File: src/rtl/zbus_pkg.sv
// Shared zbus definitions: the transfer condition, FIFO geometry check and a
// bench fill constant for idle payloads.
package zbus_pkg;

  // Fill value for payload bits that carry no meaning (idle bus).
  localparam logic ZBUS_XZ = 1'bx;

  // A zbus transfer happens on a side whenever valid and acknowledge coincide.
  function automatic logic zbus_xfer(input logic vld, input logic ack);
    return vld & ack;
  endfunction

  // Geometry is legal when depth is a power of two >= 2 and aw addresses it exactly.
  function automatic bit zbus_depth_ok(input int depth, input int aw);
    return (depth >= 2) && (aw >= 1) && (aw < 31) && (depth == (1 << aw));
  endfunction

endpackage

File: src/rtl/zbus_fifo_mem.sv
// DEPTH x BW register array for zbus_fifo: one synchronous write port and one
// asynchronous read port.
module zbus_fifo_mem #(
  parameter int BW    = 8,
  parameter int DEPTH = 4,
  parameter int AW    = 2
) (
  input  logic          z_clk,
  input  logic          we,
  input  logic [AW-1:0] waddr,
  input  logic [BW-1:0] wdata,
  input  logic [AW-1:0] raddr,
  output logic [BW-1:0] rdata
);

  logic [BW-1:0] mem [DEPTH];

  // NOTE: storage has no reset on purpose; occupancy is tracked by the pointers
  // and counter, so stale entries are never presented and a reset here would only
  // cost flops' reset routing.
  always_ff @(posedge z_clk) begin
    if (we) mem[waddr] <= wdata;
  end

  assign rdata = mem[raddr];

endmodule

File: src/rtl/zbus_fifo.sv
// Synchronous zbus FIFO between a zbus producer (zi_*) and consumer (zo_*).
// Optional ZBUS_FIFO_BYPASS_EN adds a zero-latency pass-through when empty.
module zbus_fifo
  import zbus_pkg::*;
#(
  parameter int BW    = 8,
  parameter int DEPTH = 4,
  parameter int AW    = 2
) (
  input  logic          z_clk,
  input  logic          z_rst_n,
  input  logic          zi_vld,
  input  logic [BW-1:0] zi_bus,
  output logic          zi_ack,
  output logic          zo_vld,
  output logic [BW-1:0] zo_bus,
  input  logic          zo_ack,
  output logic [AW:0]   z_cnt
);

  if (!zbus_depth_ok(DEPTH, AW)) begin : g_bad_cfg
    $error("zbus_fifo: DEPTH must be a power of two >= 2 and equal to 2**AW");
  end

  localparam logic [AW:0]   CNT_FULL = (AW+1)'(DEPTH);
  localparam logic [AW:0]   CNT_ONE  = (AW+1)'(1);
  localparam logic [AW-1:0] PTR_ONE  = AW'(1);

  logic [AW-1:0] wr_ptr;
  logic [AW-1:0] rd_ptr;
  logic [AW:0]   cnt;
  logic [BW-1:0] rdata;
  logic          empty;
  logic          push;
  logic          pop;

  assign empty  = (cnt == '0);
  // Acceptance depends only on registered occupancy, so no ack path crosses the block.
  assign zi_ack = (cnt != CNT_FULL);
  assign z_cnt  = cnt;

`ifdef ZBUS_FIFO_BYPASS_EN
  logic byp_pass;

  // An empty FIFO forwards the incoming word; if it is taken now it is never stored.
  assign byp_pass = empty & zi_vld & zo_ack;
  assign zo_vld   = ~empty | zi_vld;
  assign zo_bus   = empty ? zi_bus : rdata;
  assign push     = zbus_xfer(zi_vld, zi_ack) & ~byp_pass;
  assign pop      = zbus_xfer(zo_vld, zo_ack) & ~empty;
`else
  assign zo_vld   = ~empty;
  assign zo_bus   = rdata;
  assign push     = zbus_xfer(zi_vld, zi_ack);
  assign pop      = zbus_xfer(zo_vld, zo_ack);
`endif

  zbus_fifo_mem #(
    .BW    (BW),
    .DEPTH (DEPTH),
    .AW    (AW)
  ) u_mem (
    .z_clk (z_clk),
    .we    (push),
    .waddr (wr_ptr),
    .wdata (zi_bus),
    .raddr (rd_ptr),
    .rdata (rdata)
  );

  // NOTE: state registers use non-blocking assignments so every flop samples
  // pre-edge values regardless of block evaluation order.
  always_ff @(posedge z_clk or negedge z_rst_n) begin
    if (!z_rst_n) begin
      wr_ptr <= '0;
      rd_ptr <= '0;
      cnt    <= '0;
    end else begin
      if (push) wr_ptr <= wr_ptr + PTR_ONE;
      if (pop)  rd_ptr <= rd_ptr + PTR_ONE;
      case ({push, pop})
        2'b10:   cnt <= cnt + CNT_ONE;
        2'b01:   cnt <= cnt - CNT_ONE;
        default: cnt <= cnt;
      endcase
    end
  end

endmodule

File: config.mk
export PLATFORM = sky130hd
export DESIGN_NAME = zbus_fifo
export DESIGN_NICKNAME = d
export VERILOG_FILES = /design/src/rtl/zbus_pkg.sv /design/src/rtl/zbus_fifo_mem.sv /design/src/rtl/zbus_fifo.sv
export SDC_FILE = /design/constraint.sdc
export NUM_CORES = 1
export LEC_CHECK = 0
export BUFFER_PORTS_ARGS = -buffer_cell sky130_fd_sc_hd__buf_4
export CAP_MARGIN = 20
export CORE_UTILIZATION = 49
export DETAILED_ROUTE_END_ITERATION = 10
export PLACE_DENSITY = 0.85
export SYNTH_ARGS = -nofsm -noshare
export SYNTH_HDL_FRONTEND = slang
export SYNTH_SLANG_ARGS = --single-unit
export TNS_END_PERCENT = 10
File: constraint.sdc
create_clock -name z_clk -period 2.11 [get_ports z_clk]
set_input_delay 0.422 -clock z_clk [delete_from_list [all_inputs] [get_ports z_clk]]
set_output_delay 0.422 -clock z_clk [all_outputs]
set_load 0.05 [all_outputs]
After elaboration in Yosys (flattened, before gate mapping). Memories as Yosys holds them, arrays and structs flattened. Cells that the tools add are included.

Multiplexer cells: 3. Add/subtract/negate cells: 4. Bitwise operators: 3. Reduce and logical (&&, ||, !) cells: 2. Equality and inequality tests: 3.

Operators by type and width (count): $pmux W3 S2 (1); $add A2 B1 Y2 const B (2); $add A3 B1 Y3 const B (1); $logic_not A3 Y1 (1); $ne A3 B3 Y1 const B (1); $sub A3 B1 Y3 const B (1); $and A1 B1 Y1 (2); $eq A2 B1 Y1 const B (1); $eq A2 B2 Y1 const B (1); $mux W1 (2); $reduce_bool A2 Y1 (1); $not A1 Y1 (1).

Input bits: 12. Logic and storage cells: 19. Bits in registers: 7. Output and inout port bits: 13. Memories kept: 1. RAM bits: 32.

Memory list: u_mem.mem (words 4, bits a word 8, read ports 1, clocked after memory_dff 0, wr ports 1, line zbus_fifo_mem.sv:16) `logic [BW-1:0] mem [DEPTH];`.

Depth between registers and ports, before layout.
Depth after elaboration: 5. Gate-level depth with buffers: 9. Mapped depth without buffers: 9.

Modules after synthesis. From an unflattened synthesis, not the netlist that was laid out.

Cells, all modules: 74. Area, all modules: 1540.2 um2.

Modules (own cells, without submodules): zbus_fifo_mem (cells each 46, instances 1, area each 1188.6 um2, seq. area each 960.9 um2); zbus_fifo (cells each 28, instances 1, area each 351.6 um2, seq. area each 175.2 um2).

Worst setup path before layout. Ideal clock, no wire load.

Path type: register to register. Start: register cnt[2] (netlist: z_cnt[2]). End: register cnt[2] (netlist: z_cnt[2]). Setup time: 0.082 ns. Cell stages (with the launch flop): 10. Path slack: -0.393 ns. Data arrival time: 2.421 ns. Clock period less this slack: 2.503 ns. Required time: 2.028 ns. Buffers on the path: 0. Cells stage by stage: dfrtp_1 -> or3b_4 -> and2_4 -> inv_1 -> ha_1 -> inv_1 -> fa_1 -> xor2_1 -> nor2_1 -> xor2_1.

Elaborated cells between the ends (all ways): 11. Classes of those cells: add/sub: 2; eq/ne: 3; mux: 1; bitwise: 3; reduce/logical: 2.

RTL lines: start, declared (line zbus_fifo.sv:31) `logic [AW:0] cnt;`; start signal, assigned (line zbus_fifo.sv:82) `2'b10: cnt <= cnt + CNT_ONE;`; start signal, assigned (line zbus_fifo.sv:83) `2'b01: cnt <= cnt - CNT_ONE;`; start signal, assigned (line zbus_fifo.sv:84) `default: cnt <= cnt;`; $ne A3 B3 Y1 (*) (line zbus_fifo.sv:39) `assign zi_ack = (cnt != CNT_FULL);`; via zi_ack (line zbus_fifo.sv:14) `output logic zi_ack,`; $and A1 B1 Y1 (*) (line zbus_pkg.sv:10) `return vld & ack;`; $eq A2 B1 Y1 or $eq A2 B2 Y1 (tied branches) (line zbus_fifo.sv:81) `case ({push, pop})`; $pmux W3 S2 or $reduce_bool A2 Y1 (tied branches).

The timed path passes the listed nets; every way through them passes the cells marked *. A chain may end at the register's enable or synchronous reset.

Worst setup path in the final report.
Start: register cnt[0] (netlist: z_cnt[0]). End: output port zo_vld.

Cells in the longest elaborated chain, start to end: 2.

RTL lines: $logic_not A3 Y1 (line zbus_fifo.sv:37) `assign empty = (cnt == '0);`; $not A1 Y1 (line zbus_fifo.sv:52) `assign zo_vld = ~empty;`; end, declared (line zbus_fifo.sv:15) `output logic zo_vld,`.

Every way passes these cells.

==> run metrics <==
Core ar. approximately 0.003 mm2; unrepaired setup endpoints after global routing yes; Top Usage Layer GRT met2; row count 20; fraction of layout cells with a size suffix above 1 0.5610; Hold Crit Class primary input to flip-flop; initial antenna violation count 0; met2 Use GR 0.3214; fill count 228; final worst slack -0.01586 ns; max incr delay on CP 0.50 ns; Hold Violations, Final 0; Slew headroom 0.7184; worst skew pair latency 0.35 ns; period utilisation layout 1.008; Seq pwr share 0.355; mean post-synth cell area 20.04 um2; CP Data Arrival Time 1.70 ns; Comb power frac 0.498; crit path kind flip-flop to primary output; sequential element share of the synthesized area 0.7178; Clock Tree Root clkbuf_4; CTS H-tree depth 2; R2R depth 9; I/O Pins 25; Clock Tree Buf Depth 2; failing checks setup timing; TritonCTS clock tree yes; Hold Slack 0.2708 ns; Die ar. 0.003462 mm2; CP endpoint kind primary output; ys async rst share 0.1795; CP top delay family simple AND/OR/NAND/NOR gates; port buffer count 24; worst r2r src z_cnt[0]; die height 58.84 um; total CTS buffers 5; dpl cell area 0.001858 mm2; CP endpoint zo_vld; vias in the first global route about 920; crit path cell chain buf_4 > buf_4 > or3_2 > buf_6; Non-Filler Cell Area, Final 0.002017 mm2; Slew Limit Fails 0; FMAX 0.4704 GHz; Internal Pwr Total 1.969 mW; global routing usage on met3 0.07912; Vias/cell between 5 and 6; final setup fails 1; Net Sw Frac 0.3976; initial drt markers 13; peak supply drop 1212 uV; Initial Utilization 0.5184; actual slew at the worst max-slew pin 0.4224 ns; Critical Path Fanout Max 5; antenna fix cells 0; WP buf/inv 3; type of origin of the critical path flip-flop; Worst setup startpoint z_cnt[0]; ranking of synthesized cells by area edfxtp_1 61%, mux4_2 11%, dfrtp_1 11%; largest net degree at the start of global routing 13; met1 usage 0.1921; setup TNS -0.01586 ns; hpwl dp a little under 2000 um; Synth top cells by count 32 x edfxtp_1, 8 x mux4_2, 7 x dfrtp_1; FF-to-FF setup slack 0.03 ns; Synth top area share 0.6071; WP data required 1.69 ns; via count 849; Tot Pwr 3.269 mW; Residual DRC 0; gate count after technology mapping 79; outcome finished with violations; Worst path most repeated cell buf_4; top cell type by total area after synthesis edfxtp_1; Worst-path clk slew 0.11 ns; ys flop type edfxtp_1; PwrDens 1621 mW/mm2; Final min period 2.126 ns; WL/cell roughly 17 um; syn_nets 97; most frequent cell after synthesis edfxtp_1; reg2reg end z_cnt[2]; Clk pwr share 0.147; number of routed nets with antenna violations 0; Tot GR Track Use 0.1867; Max-Cap Viols 0; number of detailed-route iterations in the first pass 4; total leakage power 0.7914 nW; first-pass GRT wire length between 4000 and 5000 um; total gr overflow 0; NetSw 1.300 mW; number of enable flip-flop cells after synthesis 32; Worst path slowest cell or3_2; Clock Sinks 39; fin util 0.6607; area delta synth->final 27.43%; Yosys Warn Count 0; GP Congestion 0.6948; Post-Route WL 2795 um; Crit path depth 4; final clock skew about 0.0089 ns; Die W 58.84 um; Syn Std Cell Area around 0.0016 mm2; post-synth cell types 19; Final nets 140; Seq cells post-synth 39
[sequential cells by signal (all words and copies together), names as in the netlist]
register   cells
z_cnt          3
u_mem.mem     32
rd_ptr         2
wr_ptr         2
[stage by stage]
step                      std cells  worst slack [ns]
after floorplan                  79           -0.1643
after global placement          149           0.07303
after detailed placement        149          -0.03219
after CTS                       161         -0.003865
after global routing            167          -0.08915
final                           167          -0.01586
[power groups by stage]
stage	registers (mW)	clock network (mW)	logic, mW
3_3_place_gp	1.17	0	1.48
5_1_grt	1.18	0.516	1.72
3_5_place_dp	1.19	0	1.52
4_1_cts	1.16	0.490	1.58
6_report	1.16	0.480	1.63
2_1_floorplan	1.24	0	1.02
[worst min-delay path by stage]
stage                     startpoint         endpoint  slack [ns]  cells after the start
after detailed placement     z_rst_n        wr_ptr[1]        0.24                      1
final                      zi_bus[1]  u_mem.mem[1][1]        0.27                      1
after global routing       zi_bus[6]  u_mem.mem[3][6]        0.25                      1
after global placement       z_rst_n        wr_ptr[1]        0.24                      1
after floorplan              z_rst_n        rd_ptr[0]        0.13                      0
after CTS                  zi_bus[7]  u_mem.mem[0][7]        0.26                      1
[layout make-up]
cell class	count	area, um2	area share
clock inverter	3	38.79	0.01923
inverter	6	22.52	0.01117
sequential	39	1141	0.5658
clock buffer	5	37.54	0.01861
multi-input combinational	32	430.4	0.2134
timing repair buffer	38	291.5	0.1445
tap	44	55.05	0.02730
[layout by cell type, fill, tap and decap left out]
master / instances
and2_4: 1
and3_2: 4
buf_4: 36
buf_6: 1
bufinv_16: 1
clkbuf_4: 5
clkinv_1: 1
clkinv_2: 1
dfrtp_1: 3
dfrtp_2: 4
dlygate4sd3_1: 1
edfxtp_1: 32
fa_2: 1
ha_1: 4
ha_4: 1
inv_1: 4
inv_2: 2
mux2_4: 1
mux2i_1: 1
mux4_2: 8
nand2_1: 1
nor2_1: 1
o31a_2: 1
or3_2: 1
or3b_4: 1
xnor2_1: 3
xor2_1: 3
[kinds of logic (layout without fill, tap and decap cells)]
kind of cell,count (synthesis),count (layout),synth area share
AO/OA/AOI/OAI,1,1,0.006324
XOR/XNOR,6,6,0.03321
adder cells (fa/ha/maj),6,6,0.05217
buffers and inverters,8,52,0.01976
flip-flops,39,39,0.7178
multiplexers,10,10,0.1296
AND/OR/NAND/NOR,9,9,0.04111
[routing by layer]
layer	vias to the layer above	wire length, um
met2	28	1491
li1	383	-
met5	-	0
met3	6	154
met4	0	54
met1	432	1094
[repair_timing]
item,4_1_cts,5_1_grt
endpoints found under the setup margin,8,1
hold endpoints to repair,7,0
hold buffers,1,0
gates resized for setup,1,1
pin swaps,2,5
setup buffers,3,6
Power figures use the tool's default switching activity.
